$ cat src/rtl/jtcps1_gfx_req.sv
// -----------------------------------------------------------------------------
// jtcps1_gfx_req
//
// Tile-fetch front end for the CPS1 GFX ROM. It accepts one request at a time
// from the OBJ/SCROLL/STAR engines. It presents {layer, code[15:6]} to the bank
// mapper and waits out the mapper's registered latency. It then either issues a
// ROM word read or answers with a transparent word for unmapped codes. A
// one-entry mapping cache lets a repeated tile skip the mapper wait.
//
// Parameters
//   MAP_LAT  cycles from mapper input change to valid offset/mask/unmapped (>=1)
//   BLANK    word returned for unmapped codes (pen 15 = transparent)
//
// Ports
//   clk, rst_n        clock, synchronous active-low reset
//   flush             invalidates the mapping cache (one-cycle pulse)
//   req, layer,       request strobe (sampled only while busy=0), layer id,
//   code, sub         tile code, word offset within the tile
//   busy              request in progress
//   data_ok, data     one-cycle valid pulse and returned pixel word (held)
//   map_layer,        mapper lookup key
//   map_cin
//   map_offset,       mapper result
//   map_mask,
//   map_unmapped
//   rom_cs, rom_addr  ROM read request (held until rom_ok) and word address
//   rom_ok, rom_data  ROM data valid and read data
// -----------------------------------------------------------------------------
module jtcps1_gfx_req #(
  parameter int          MAP_LAT = 2,
  parameter logic [31:0] BLANK   = 32'hFFFF_FFFF
) (
  input  logic        clk,
  input  logic        rst_n,
  input  logic        flush,
  input  logic        req,
  input  logic [2:0]  layer,
  input  logic [15:0] code,
  input  logic [3:0]  sub,
  output logic        busy,
  output logic        data_ok,
  output logic [31:0] data,
  output logic [2:0]  map_layer,
  output logic [9:0]  map_cin,
  input  logic [3:0]  map_offset,
  input  logic [3:0]  map_mask,
  input  logic        map_unmapped,
  output logic        rom_cs,
  output logic [19:0] rom_addr,
  input  logic        rom_ok,
  input  logic [31:0] rom_data
);

  localparam int            CW       = (MAP_LAT > 1) ? $clog2(MAP_LAT) : 1;
  localparam logic [CW-1:0] CNT_LOAD = CW'(MAP_LAT - 1);

  typedef enum logic [1:0] {IDLE, MAP, ROM} state_t;

  state_t        state, state_nxt;
  logic [CW-1:0] cnt, cnt_nxt;

  // Registered outputs: next values
  logic        busy_nxt, data_ok_nxt, rom_cs_nxt;
  logic [31:0] data_nxt;
  logic [2:0]  map_layer_nxt;
  logic [9:0]  map_cin_nxt;
  logic [19:0] rom_addr_nxt;

  // Request being served and, on a hit, the cached mapping captured with it
  logic [15:0] code_q, code_nxt;
  logic [3:0]  sub_q, sub_nxt;
  logic        hit_q, hit_nxt;
  logic [3:0]  h_off, h_off_nxt, h_mask, h_mask_nxt;
  logic        h_unm, h_unm_nxt;

  // One-entry mapping cache
  logic        c_valid, c_valid_nxt;
  logic [2:0]  c_layer, c_layer_nxt;
  logic [9:0]  c_cin, c_cin_nxt;
  logic [3:0]  c_off, c_off_nxt, c_mask, c_mask_nxt;
  logic        c_unm, c_unm_nxt;

  // Mapping used at resolve time and the cache lookup for a new request
  logic [3:0]  r_off, r_mask;
  logic        r_unm;
  logic        lookup_hit;

  // NOTE: every signal assigned below gets a default first, so no path through
  // the case statement can leave one unassigned and infer a latch.
  always_comb begin
    state_nxt     = state;
    cnt_nxt       = cnt;
    busy_nxt      = busy;
    data_ok_nxt   = 1'b0;
    data_nxt      = data;
    map_layer_nxt = map_layer;
    map_cin_nxt   = map_cin;
    rom_cs_nxt    = rom_cs;
    rom_addr_nxt  = rom_addr;
    code_nxt      = code_q;
    sub_nxt       = sub_q;
    hit_nxt       = hit_q;
    h_off_nxt     = h_off;
    h_mask_nxt    = h_mask;
    h_unm_nxt     = h_unm;
    c_valid_nxt   = c_valid;
    c_layer_nxt   = c_layer;
    c_cin_nxt     = c_cin;
    c_off_nxt     = c_off;
    c_mask_nxt    = c_mask;
    c_unm_nxt     = c_unm;

    // A hit resolves from the mapping captured at request time, so a later
    // flush cannot change an in-flight request.
    r_off  = hit_q ? h_off  : map_offset;
    r_mask = hit_q ? h_mask : map_mask;
    r_unm  = hit_q ? h_unm  : map_unmapped;

    // A flush in the same cycle already makes the entry unusable.
    lookup_hit = c_valid && !flush && (c_layer == layer) && (c_cin == code[15:6]);

    case (state)
      IDLE: begin
        if (req) begin
          map_layer_nxt = layer;
          map_cin_nxt   = code[15:6];
          code_nxt      = code;
          sub_nxt       = sub;
          busy_nxt      = 1'b1;
          hit_nxt       = lookup_hit;
          h_off_nxt     = c_off;
          h_mask_nxt    = c_mask;
          h_unm_nxt     = c_unm;
          // A hit still spends one cycle in MAP, giving the fixed E0+1 timing.
          cnt_nxt       = lookup_hit ? '0 : CNT_LOAD;
          state_nxt     = MAP;
        end
      end

      MAP: begin
        if (cnt != '0) begin
          cnt_nxt = cnt - 1'b1;
        end else begin
          if (!hit_q) begin
            c_valid_nxt = 1'b1;
            c_layer_nxt = map_layer;
            c_cin_nxt   = map_cin;
            c_off_nxt   = map_offset;
            c_mask_nxt  = map_mask;
            c_unm_nxt   = map_unmapped;
          end
          if (r_unm) begin
            data_ok_nxt = 1'b1;
            data_nxt    = BLANK;
            busy_nxt    = 1'b0;
            state_nxt   = IDLE;
          end else begin
            rom_addr_nxt = {(code_q[15:12] & r_mask) | r_off, code_q[11:0], sub_q};
            rom_cs_nxt   = 1'b1;
            state_nxt    = ROM;
          end
        end
      end

      ROM: begin
        if (rom_ok) begin
          rom_cs_nxt  = 1'b0;
          data_nxt    = rom_data;
          data_ok_nxt = 1'b1;
          busy_nxt    = 1'b0;
          state_nxt   = IDLE;
        end
      end

      default: state_nxt = IDLE;
    endcase

    // Applied last so a flush on the cache-write edge leaves the entry invalid.
    if (flush) c_valid_nxt = 1'b0;
  end

  // NOTE: sequential state uses non-blocking assignments so every register
  // samples the pre-edge values regardless of statement order.
  always_ff @(posedge clk) begin
    if (!rst_n) begin
      state     <= IDLE;
      cnt       <= '0;
      busy      <= 1'b0;
      data_ok   <= 1'b0;
      data      <= '0;
      map_layer <= '0;
      map_cin   <= '0;
      rom_cs    <= 1'b0;
      rom_addr  <= '0;
      c_valid   <= 1'b0;
    end else begin
      state     <= state_nxt;
      cnt       <= cnt_nxt;
      busy      <= busy_nxt;
      data_ok   <= data_ok_nxt;
      data      <= data_nxt;
      map_layer <= map_layer_nxt;
      map_cin   <= map_cin_nxt;
      rom_cs    <= rom_cs_nxt;
      rom_addr  <= rom_addr_nxt;
      c_valid   <= c_valid_nxt;
    end
  end

  // NOTE: cache payload and request latches carry no reset; they are only
  // read while c_valid or the FSM says they hold live data.
  always_ff @(posedge clk) begin
    code_q  <= code_nxt;
    sub_q   <= sub_nxt;
    hit_q   <= hit_nxt;
    h_off   <= h_off_nxt;
    h_mask  <= h_mask_nxt;
    h_unm   <= h_unm_nxt;
    c_layer <= c_layer_nxt;
    c_cin   <= c_cin_nxt;
    c_off   <= c_off_nxt;
    c_mask  <= c_mask_nxt;
    c_unm   <= c_unm_nxt;
  end

endmodule
$ cat config.mk
export PLATFORM = sky130hd
export DESIGN_NAME = jtcps1_gfx_req
export DESIGN_NICKNAME = d
export VERILOG_FILES = /design/src/rtl/jtcps1_gfx_req.sv
export SDC_FILE = /design/constraint.sdc
export NUM_CORES = 1
export LEC_CHECK = 0
export ABC_AREA = 1
export BUFFER_PORTS_ARGS = -buffer_cell sky130_fd_sc_hd__buf_2
export CAP_MARGIN = 10
export CORE_MARGIN = 1
export CORE_UTILIZATION = 40
export CTS_CLUSTER_DIAMETER = 60
export DETAILED_ROUTE_END_ITERATION = 6
export PLACE_DENSITY = 0.76
export SLEW_MARGIN = 25
export SYNTH_ARGS = -nofsm -noshare
export SYNTH_HDL_FRONTEND = slang
export SYNTH_SLANG_ARGS = --single-unit
$ cat constraint.sdc
create_clock -name clk -period 7.15 [get_ports clk]
set_clock_uncertainty 0.2 [all_clocks]
set_input_delay 0.715 -clock clk [delete_from_list [all_inputs] [get_ports clk]]
set_output_delay 0.715 -clock clk [all_outputs]
set_load 0.1 [all_outputs]
==> results.rst, run 1 <==
.. list-table::
   :header-rows: 1

   * - Metric
     - Value
   * - Run status
     - complete, no violations
   * - Core Footprint
     - 11500 µm²
   * - Number of DRC markers after the initial detailed-route iteration
     - 219
   * - Footprint of the flip-flops and latches
     - 3000 µm²
   * - Hold Buf Count CTS
     - 0
   * - CP Launch Type
     - flop
   * - Mean Syn Cell Area
     - 9.66 µm²
   * - # port buffers
     - 136
   * - Maximum level of the CTS H-tree
     - 4
   * - Data arrival time of the worst path
     - 2.97 ns
   * - Critical Setup Path Class
     - flop to flop
   * - Min-Delay Path Class
     - flop to flop
   * - Vias per Instance
     - 4.87
   * - Finish-stage setup viols
     - 0
   * - Number of max-capacitance violations reported
     - 0
   * - Instance count of the mapped netlist
     - 488
   * - Die area
     - 12200 µm²
   * - First-pass GRT wire length
     - 16900 µm
   * - Total Negative Setup Slacks
     - 0 ns
   * - Worst setup path endpoint
     - data[27]$_SDFFE_PN0P_
   * - Unrepaired setup endpoints after global routing
     - false
   * - Hold violation total from the final report
     - 0
   * - Horizontal extent of the die
     - 111 µm
   * - Endpoint type of the worst setup path
     - flop
   * - Post-detailed-route count of antenna-violating nets
     - 0
   * - Beginning of the worst register-to-register path
     - state[0]$_SDFFE_PN0P_
   * - Initial antenna violation count
     - 0
   * - CTS sink cnt
     - 124
   * - CTS Buffer Depth
     - 2
   * - Post-cts resize count
     - 0
   * - FF-to-FF End
     - data[27]$_SDFFE_PN0P_
   * - Portion of the post-synthesis area used by sequential elements
     - 63.7%
   * - FF-to-FF setup slack
     - 4.31 ns
   * - Post-CTS setup buffer count
     - 0
   * - Worst-path maximum fanout
     - 64
   * - Number of top-level design ports
     - 137
   * - Clock-pin slew on the worst setup and hold paths
     - 0.05 ns
   * - Wire per inst
     - 13.5 µm
   * - Largest net degree at the start of global routing
     - 66
   * - Number of inserted diodes
     - 0
   * - CP Launch Point
     - state[0]$_SDFFE_PN0P_
   * - Detailed-route DRC error count
     - 0
   * - YS warnings
     - 0
   * - Final critical-path share of the clock period
     - 39.7%
   * - Clk Latency, worst-skew pair
     - 0.41 ns
   * - Transition time at the pin with the least slew margin
     - 1.01 ns
   * - Vias after detailed routing
     - 3797
   * - Area of combinational cells with multiple inputs
     - 1450 µm²
   * - Drt pass-1 iters
     - 5
   * - Clock tree from TritonCTS
     - yes
   * - Logic depth of the worst register-to-register path
     - 9
   * - Post-Synthesis Net Count
     - 562
   * - Fillers
     - 1025
   * - CTS Root Cell
     - sky130_fd_sc_hd__clkbuf_16
   * - Seq cells post-synth
     - 124
   * - Fraction of final layout cells with drive strength greater than 1
     - 27.6%
   * - Row cnt
     - 39
   * - Relative area change from synthesis to final layout
     - 26.5%
   * - Gp weighted congestion
     - 0.875
   * - Fmax
     - 353 MHz
   * - Number of max-slew violations in the final report
     - 0
   * - Critical Path RT
     - 7.29 ns
   * - Final-stage net count
     - 698
   * - Post-Syn Area
     - 4710 µm²
   * - Starting utilization of the core area
     - 41.1%
   * - Chip Height
     - 111 µm
   * - CTS buffer count
     - 17
   * - Detailed Route WL
     - 10500 µm
   * - Number of distinct standard cells referenced by the synthesized netlist
     - 29
   * - Hpwl dp
     - 7140 µm
   * - Clock period minus final worst setup slack
     - 2.84 ns
   * - GRT Resource Usage Total
     - 17.6%
   * - GRT Residual Overflow
     - 0
   * - Number of global-route vias before repair
     - 3562
   * - Relative slew margins
     - 33.0%
-- cells in the mapped netlist --
cell type,number,area share [%]
sky130_fd_sc_hd__dfxtp_1,72,31
sky130_fd_sc_hd__nor2_1,95,7.6
sky130_fd_sc_hd__nand2_2,3,0.40
sky130_fd_sc_hd__ha_1,5,1.3
sky130_fd_sc_hd__o21a_1,1,0.16
sky130_fd_sc_hd__nor2_8,1,0.42
sky130_fd_sc_hd__xnor2_1,1,0.19
sky130_fd_sc_hd__inv_1,36,2.9
sky130_fd_sc_hd__o211ai_1,1,0.16
sky130_fd_sc_hd__buf_6,5,1.2
sky130_fd_sc_hd__a211oi_1,1,0.16
sky130_fd_sc_hd__o21ai_0,42,4.5
sky130_fd_sc_hd__buf_2,1,0.11
sky130_fd_sc_hd__a21oi_1,49,5.2
sky130_fd_sc_hd__nand2_1,58,4.6
sky130_fd_sc_hd__edfxtp_1,52,33
sky130_fd_sc_hd__nor3_1,3,0.32
sky130_fd_sc_hd__inv_2,3,0.24
sky130_fd_sc_hd__buf_4,2,0.32
sky130_fd_sc_hd__a21oi_2,6,1.1
sky130_fd_sc_hd__nand3_1,2,0.21
sky130_fd_sc_hd__a31oi_1,1,0.13
sky130_fd_sc_hd__nor2_4,1,0.24
sky130_fd_sc_hd__buf_1,2,0.16
sky130_fd_sc_hd__clkbuf_1,11,0.88
sky130_fd_sc_hd__a22oi_1,1,0.16
sky130_fd_sc_hd__nand3_2,1,0.21
sky130_fd_sc_hd__o21ai_1,28,3.0
sky130_fd_sc_hd__nand4_1,4,0.53
-- cells by family (layout without fill, tap and decap cells) --
| family | after synthesis | in the layout | share of synthesized area (%) |
|---|---|---|---|
| and+or+nand+nor | 168 | 168 | 14.5 |
| buffers and inverters | 60 | 209 | 5.76 |
| adders and majority gates | 5 | 5 | 1.33 |
| DFF | 124 | 124 | 63.7 |
| AOI/OAI and AO/OA | 130 | 130 | 14.5 |
| xor gates and xnor gates | 1 | 1 | 0.186 |
-- placed cells by master (no fill, tap or decap), drive strengths merged --
master,instances
ha,5
a22oi,1
clkinv,3
nor2,97
a21oi,55
a31oi,1
xnor2,1
clkbuf,29
o211ai,1
buf,138
nand3,3
a211oi,1
o21a,1
inv,39
nand4,4
nand2,61
dfxtp,72
o21ai,70
edfxtp,52
nor3,3
-- metal layers --
| metal | vias up | share of wire (%) | track usage (%) |
|---|---|---|---|
| li1 | 1902 | - | - |
| met1 | 1759 | 44 | 21.2 |
| met2 | 116 | 49 | 29.4 |
| met3 | 20 | 4.7 | 4.61 |
| met4 | 0 | 2.2 | 8.27 |
| met5 | - | 0 | 0 |
-- flip-flops by register name, summed over array words and instances, names as in the netlist, 2 cells and up --
signal,flops
c_cin,10
c_layer,3
c_mask,4
c_off,4
code_q,16
data,32
h_mask,4
h_off,4
map_cin,10
map_layer,3
rom_addr,20
state,2
sub_q,4
-- worst min path at each step --
stage                        start  cells after the start                   to  slack (ns)
3_3_place_gp   c_mask[2]$_DFFE_PP_                      0  h_mask[2]$_DFFE_PP_        0.20
5_1_grt         c_off[1]$_DFFE_PP_                      0   h_off[1]$_DFFE_PP_        0.23
3_5_place_dp   c_mask[1]$_DFFE_PP_                      0  h_mask[1]$_DFFE_PP_        0.21
2_1_floorplan  c_mask[0]$_DFFE_PP_                      0  h_mask[0]$_DFFE_PP_        0.20
4_1_cts        c_mask[0]$_DFFE_PP_                      0  h_mask[0]$_DFFE_PP_        0.23
6_report       c_mask[2]$_DFFE_PP_                      0  h_mask[2]$_DFFE_PP_        0.22
-- worst max-delay path, stage by stage, from the launching register on --
cell	delay, ns
sky130_fd_sc_hd__dfxtp_1	0.37
sky130_fd_sc_hd__inv_1	0.11
sky130_fd_sc_hd__ha_1	0.25
sky130_fd_sc_hd__inv_2	0.41
sky130_fd_sc_hd__nor2_1	0.14
sky130_fd_sc_hd__a21oi_2	0.18
sky130_fd_sc_hd__nand2_1	0.15
sky130_fd_sc_hd__nor2_8	0.61
sky130_fd_sc_hd__o21ai_0	0.18
sky130_fd_sc_hd__a21oi_1	0.15
-- area by class of cell --
type | instances | area share (%)
Tap cell | 143 | 3.00
Clock buffer | 29 | 8.06
Multi-Input combinational cell | 304 | 24.2
Timing Repair Buffer | 138 | 11.7
Sequential cell | 124 | 50.3
Inverter | 39 | 2.45
Clock inverter | 3 | 0.252
-- per-stage QoR --
step / setup WS (ns) / std cells / hold WS [ns] / util, % / area (µm²)
floorplan: 4.20 / 488 / 0.200 / - / 4710
global placement: 4.53 / 748 / 0.203 / 47.7 / 5470
detailed placement: 4.35 / 748 / 0.211 / 47.7 / 5470
CTS: 4.31 / 780 / 0.225 / 52.0 / 5960
global route: 4.03 / 780 / 0.233 / 52.0 / 5960
finish: 4.31 / 780 / 0.224 / 52.0 / 5960
Power of run 1 is not shown: default switching activity piles up to over one toggle a cycle in this logic, so the estimate is an artifact.
==> run 2: changes to the inputs <==
--- a/config.mk
+++ b/config.mk
@@ -5,14 +5,14 @@
 export SDC_FILE = /design/constraint.sdc
 export NUM_CORES = 1
 export LEC_CHECK = 0
-export ABC_AREA = 1
+export ABC_AREA = 0
 export BUFFER_PORTS_ARGS = -buffer_cell sky130_fd_sc_hd__buf_2
 export CAP_MARGIN = 10
 export CORE_MARGIN = 1
 export CORE_UTILIZATION = 40
 export CTS_CLUSTER_DIAMETER = 60
 export DETAILED_ROUTE_END_ITERATION = 6
-export PLACE_DENSITY = 0.76
+export PLACE_DENSITY = 0.79
 export SLEW_MARGIN = 25
 export SYNTH_ARGS = -nofsm -noshare
 export SYNTH_HDL_FRONTEND = slang
==> constraint.sdc (replaced) <==
create_clock -name clk -period 2.41 [get_ports clk]
set_clock_uncertainty 0.2 [all_clocks]
set_input_delay 0.241 -clock clk [delete_from_list [all_inputs] [get_ports clk]]
set_output_delay 0.241 -clock clk [all_outputs]
set_load 0.1 [all_outputs]
==> run 2 against run 1 <==
Compared with the run above: non-clock buffer count is 71 higher; hold slack worse by 0.17 ns; flip-flop and latch count stayed put; first-iteration DRC count is 53% higher; clock-buffer cell count is 10 lower; sequential share of layout area is 4.5 points lower; fmax is 34% higher; via count is 5.3% lower; register-to-register slack worse by 4.0 ns; critical path type unchanged; highest routed layer unchanged.
==> results.rst, run 2 <==
.. list-table::
   :header-rows: 1

   * - Metric
     - Value
   * - Clock tree from TritonCTS
     - yes
   * - FF-to-FF setup slack
     - 0.30 ns (-4.02 ns)
   * - Count leader, synth
     - sky130_fd_sc_hd__dfxtp_1
   * - Largest incremental delay on the critical path
     - 0.38 ns (-0.23 ns)
   * - Core Footprint
     - 10900 µm² (-4.6%)
   * - Worst-path maximum fanout
     - 14 (-78%)
   * - Clk Latency, worst-skew pair
     - 0.41 ns (about the same)
   * - Area contributors post-synth
     - sky130_fd_sc_hd__edfxtp_1 35%, sky130_fd_sc_hd__dfxtp_1 32%, sky130_fd_sc_hd__o221a_1 7.5%
   * - Number of max-slew violations in the final report
     - 0 (unchanged)
   * - Area share of the largest cell type after synthesis
     - 34.6% (+1.5 points)
   * - Depth of the worst hold-timing path
     - 4 (+4)
   * - Horizontal extent of the die
     - 108 µm (-2.1%)
   * - Peak ir drop on the vdd network
     - 0.000908 V
   * - Final-stage net count
     - 632 (-9.5%)
   * - Non-Filler Instances
     - 712 (-8.7%)
   * - Maximum level of the CTS H-tree
     - 4 (unchanged)
   * - # port buffers
     - 136 (unchanged)
   * - Die area
     - 11700 µm² (-4.2%)
   * - Most area-hungry cell type in the Yosys netlist
     - sky130_fd_sc_hd__edfxtp_1
   * - Largest net degree at the start of global routing
     - 74 (+12%)
   * - Flip-flop count of the largest register after layout
     - 32 (unchanged)
   * - Row cnt
     - 38 (-2.6%)
   * - Number of top-level design ports
     - 137 (unchanged)
   * - Detailed Route WL
     - 11700 µm (+11%)
   * - Number of buffers and inverters on the critical path
     - 2 (unchanged)
   * - Relative area change from synthesis to final layout
     - 45.2%
   * - Leakage power
     - 2.68 nW
   * - Unrepaired setup endpoints after global routing
     - false
   * - Final critical-path share of the clock period
     - 87.7% (+48 points)
   * - Worst min-delay path startpoint
     - rom_ok
   * - Seq cells post-synth
     - 124 (unchanged)
   * - Post-CTS setup buffer count
     - 0 (unchanged)
   * - CTS Root Cell
     - sky130_fd_sc_hd__clkbuf_16
   * - Total Negative Setup Slacks
     - 0 ns (unchanged)
   * - Most frequent cells in the layout
     - 136 x sky130_fd_sc_hd__buf_2, 72 x sky130_fd_sc_hd__dfxtp_1, 70 x sky130_fd_sc_hd__nand2_1
   * - Regs by FF count
     - data x32, rom_addr x20, code_q x16
   * - Post-Syn Area
     - 4510 µm² (-4.3%)
   * - Vias per Instance
     - 5.05 (+3.8%)
   * - Largest delay contributor family on the critical path
     - simple AND/OR/NAND/NOR gates
   * - Portion of the post-synthesis area used by sequential elements
     - 66.5% (+2.8 points)
   * - CTS sink cnt
     - 124 (unchanged)
   * - Number of synthesized flops with an enable pin
     - 52 (unchanged)
   * - Power per unit of standard cell area
     - 1160 nW/µm²
   * - GRT Resource Usage Total
     - 20.9% (+3.3 points)
   * - Number of DRC markers after the initial detailed-route iteration
     - 336 (+53%)
   * - Register with the most flip-flops
     - data
   * - Beginning of the worst register-to-register path
     - state[1]$_SDFFE_PN0P_
   * - Commonest non-fill, non-tap cell in the layout
     - sky130_fd_sc_hd__buf_2
   * - Starting utilization of the core area
     - 41.3% (+0.16 points)
   * - Hold Path End
     - rom_cs$_SDFFE_PN0P_
   * - Post-Synthesis Net Count
     - 426 (-24%)
   * - CTS Buffer Depth
     - 2 (unchanged)
   * - Hpwl dp
     - 6890 µm (-3.5%)
   * - Detailed-route DRC error count
     - 0 (unchanged)
   * - Min-Delay Path Class
     - input port to flop
   * - Total power after layout
     - 7.58 mW
   * - Critical Path RT
     - 2.54 ns (-4.75 ns)
   * - Post-route cell area
     - 6550 µm² (+9.9%)
   * - FF-to-FF End
     - rom_addr[16]$_SDFFE_PN0P_
   * - Chip Height
     - 108 µm (-2.1%)
   * - Number of global-route vias before repair
     - 3644 (+2.3%)
   * - Gp weighted congestion
     - 0.718 (-18%)
   * - Number of distinct standard cells referenced by the synthesized netlist
     - 30 (+3.4%)
   * - Post-detailed-route count of antenna-violating nets
     - 0 (unchanged)
   * - Data arrival time of the worst path
     - 2.25 ns (-0.72 ns)
   * - Logic depth of the worst register-to-register path
     - 7 (-2)
   * - CTS buffer count
     - 17 (unchanged)
   * - Endpoint type of the worst setup path
     - flop
   * - Most common library cells after synthesis
     - 72 x sky130_fd_sc_hd__dfxtp_1, 70 x sky130_fd_sc_hd__nand2_1, 52 x sky130_fd_sc_hd__edfxtp_1
   * - Run status
     - complete, no violations
   * - GRT Residual Overflow
     - 0 (unchanged)
   * - Drt pass-1 iters
     - 4 (-1)
   * - Fillers
     - 826 (-19%)
   * - Worst setup slack before clock tree synthesis
     - 0.0284 ns (-4.32 ns)
   * - Transition time at the pin with the least slew margin
     - 0.599 ns (-0.406 ns)
   * - Instance count of the mapped netlist
     - 352 (-28%)
   * - Share of synthesized flip-flops with an asynchronous set or reset
     - 0% (unchanged)
   * - Cell-by-cell listing of the critical path
     - inv_1 -> ha_1 -> nand2b_1 -> nand2b_1 -> buf_4 -> nand2_1 -> a21boi_0
   * - Fraction of final layout cells with drive strength greater than 1
     - 32.0% (+4.4 points)
   * - Relative slew margins
     - 60.0% (+27 points)
   * - Hold violation total from the final report
     - 0 (unchanged)
   * - Cell type of the slowest stage on the worst timing path
     - sky130_fd_sc_hd__dfxtp_1
   * - Hold WS
     - 0.0508 ns (-0.173 ns)
   * - Clock period minus final worst setup slack
     - 2.11 ns (-0.722 ns)
   * - Wire per inst
     - 16.4 µm (+22%)
   * - First-pass GRT wire length
     - 18200 µm (+7.9%)
   * - Fmax
     - 473 MHz (+34%)
   * - Initial antenna violation count
     - 0 (unchanged)
   * - Vias after detailed routing
     - 3597 (-5.3%)
   * - End-of-flow core utilization
     - 59.9% (+7.9 points)
   * - DP Area
     - 5320 µm² (-2.7%)
   * - Mean Syn Cell Area
     - 12.8 µm² (+33%)
   * - Finish-stage setup viols
     - 0 (unchanged)
   * - CP Launch Type
     - flop
   * - Dominant synthesized flop cell
     - sky130_fd_sc_hd__dfxtp_1
   * - Clock-pin slew on the worst setup and hold paths
     - 0.06 ns (about the same)
   * - Critical Setup Path Class
     - flop to flop
   * - YS warnings
     - 0 (unchanged)
   * - Most numerous cell on the critical path
     - sky130_fd_sc_hd__nand2b_1
   * - Number of max-capacitance violations reported
     - 0 (unchanged)
   * - DP Cell Count
     - 614 (-18%)
   * - Worst setup margin
     - 0.296 ns (-4.02 ns)
[run 2: cell count changes in the layout (fill, tap and decap cells not counted), sizes merged, moves of 32 or more]
cell / change
nor2: -94
o21ai: -67
dlygate4sd3: +65
a21oi: -44
a21boi: +34
inv: -32
o221a: +32
[run 2: kinds of logic after synthesis]
logic type,count (synthesis),synth area share (%)
AOI/OAI and AO/OA,84,15.9
xor gates and xnor gates,13,2.52
adders and majority gates,5,1.39
buffers and inverters,25,3.05
DFF,124,66.5
muxes,4,1.16
and+or+nand+nor,97,9.40
[run 2: worst max path at each step]
stage / startpoint / end / slack [ns] / cells after the start
floorplan: state[0]$_SDFFE_PN0P_ / code_q[0]$_DFFE_PP_ / 0.001 / 5
global placement: state[1]$_SDFFE_PN0P_ / data[26]$_SDFFE_PN0P_ / 0.15 / 5
detailed placement: state[1]$_SDFFE_PN0P_ / data[26]$_SDFFE_PN0P_ / 0.03 / 5
CTS: state[1]$_SDFFE_PN0P_ / rom_addr[16]$_SDFFE_PN0P_ / 0.30 / 7
global route: state[1]$_SDFFE_PN0P_ / rom_addr[12]$_SDFFE_PN0P_ / 0.1 / 7
finish: state[1]$_SDFFE_PN0P_ / rom_addr[16]$_SDFFE_PN0P_ / 0.30 / 7
[run 2: timing repair]
action / in CTS / in global routing
gates resized for setup: 1 / 0
hold endpoints to repair: 75 / 0
endpoints found under the setup margin: 1 / 0
hold buffers: 65 / 0
[run 2: where the power goes]
group	switching, mW	internal, mW	total, mW
clock network	0.995	1.46	2.45
registers	0.161	2.54	2.70
logic	1.93	0.502	2.43
[run 2: layer usage]
metal | share of wire, % | track usage (%) | up-vias
met5 | 0 | 0 | -
met4 | 3.5 | 11.7 | 0
met3 | 4.2 | 5.36 | 33
met2 | 52 | 35.4 | 123
met1 | 40 | 24.2 | 1738
li1 | - | - | 1703
[run 2: cell type report]
type	instances	area, µm²	area share, %
well taps	140	175	2.67
diodes	1	2.50	0.0382
clock buffers	19	475	7.25
multi-input cells	203	1380	21.0
flip-flops and latches	124	3000	45.8
inverters	3	11.3	0.172
repair buffers	209	1400	21.4
clock inverters	13	104	1.58
[run 2: worst reg2reg max path, cell delays in order (launching register included)]
cell	delay (ns)
sky130_fd_sc_hd__dfxtp_1	0.38
sky130_fd_sc_hd__inv_1	0.10
sky130_fd_sc_hd__ha_1	0.29
sky130_fd_sc_hd__nand2b_1	0.19
sky130_fd_sc_hd__nand2b_1	0.33
sky130_fd_sc_hd__buf_4	0.28
sky130_fd_sc_hd__nand2_1	0.09
sky130_fd_sc_hd__a21boi_0	0.18
Power figures use the tool's default switching activity.
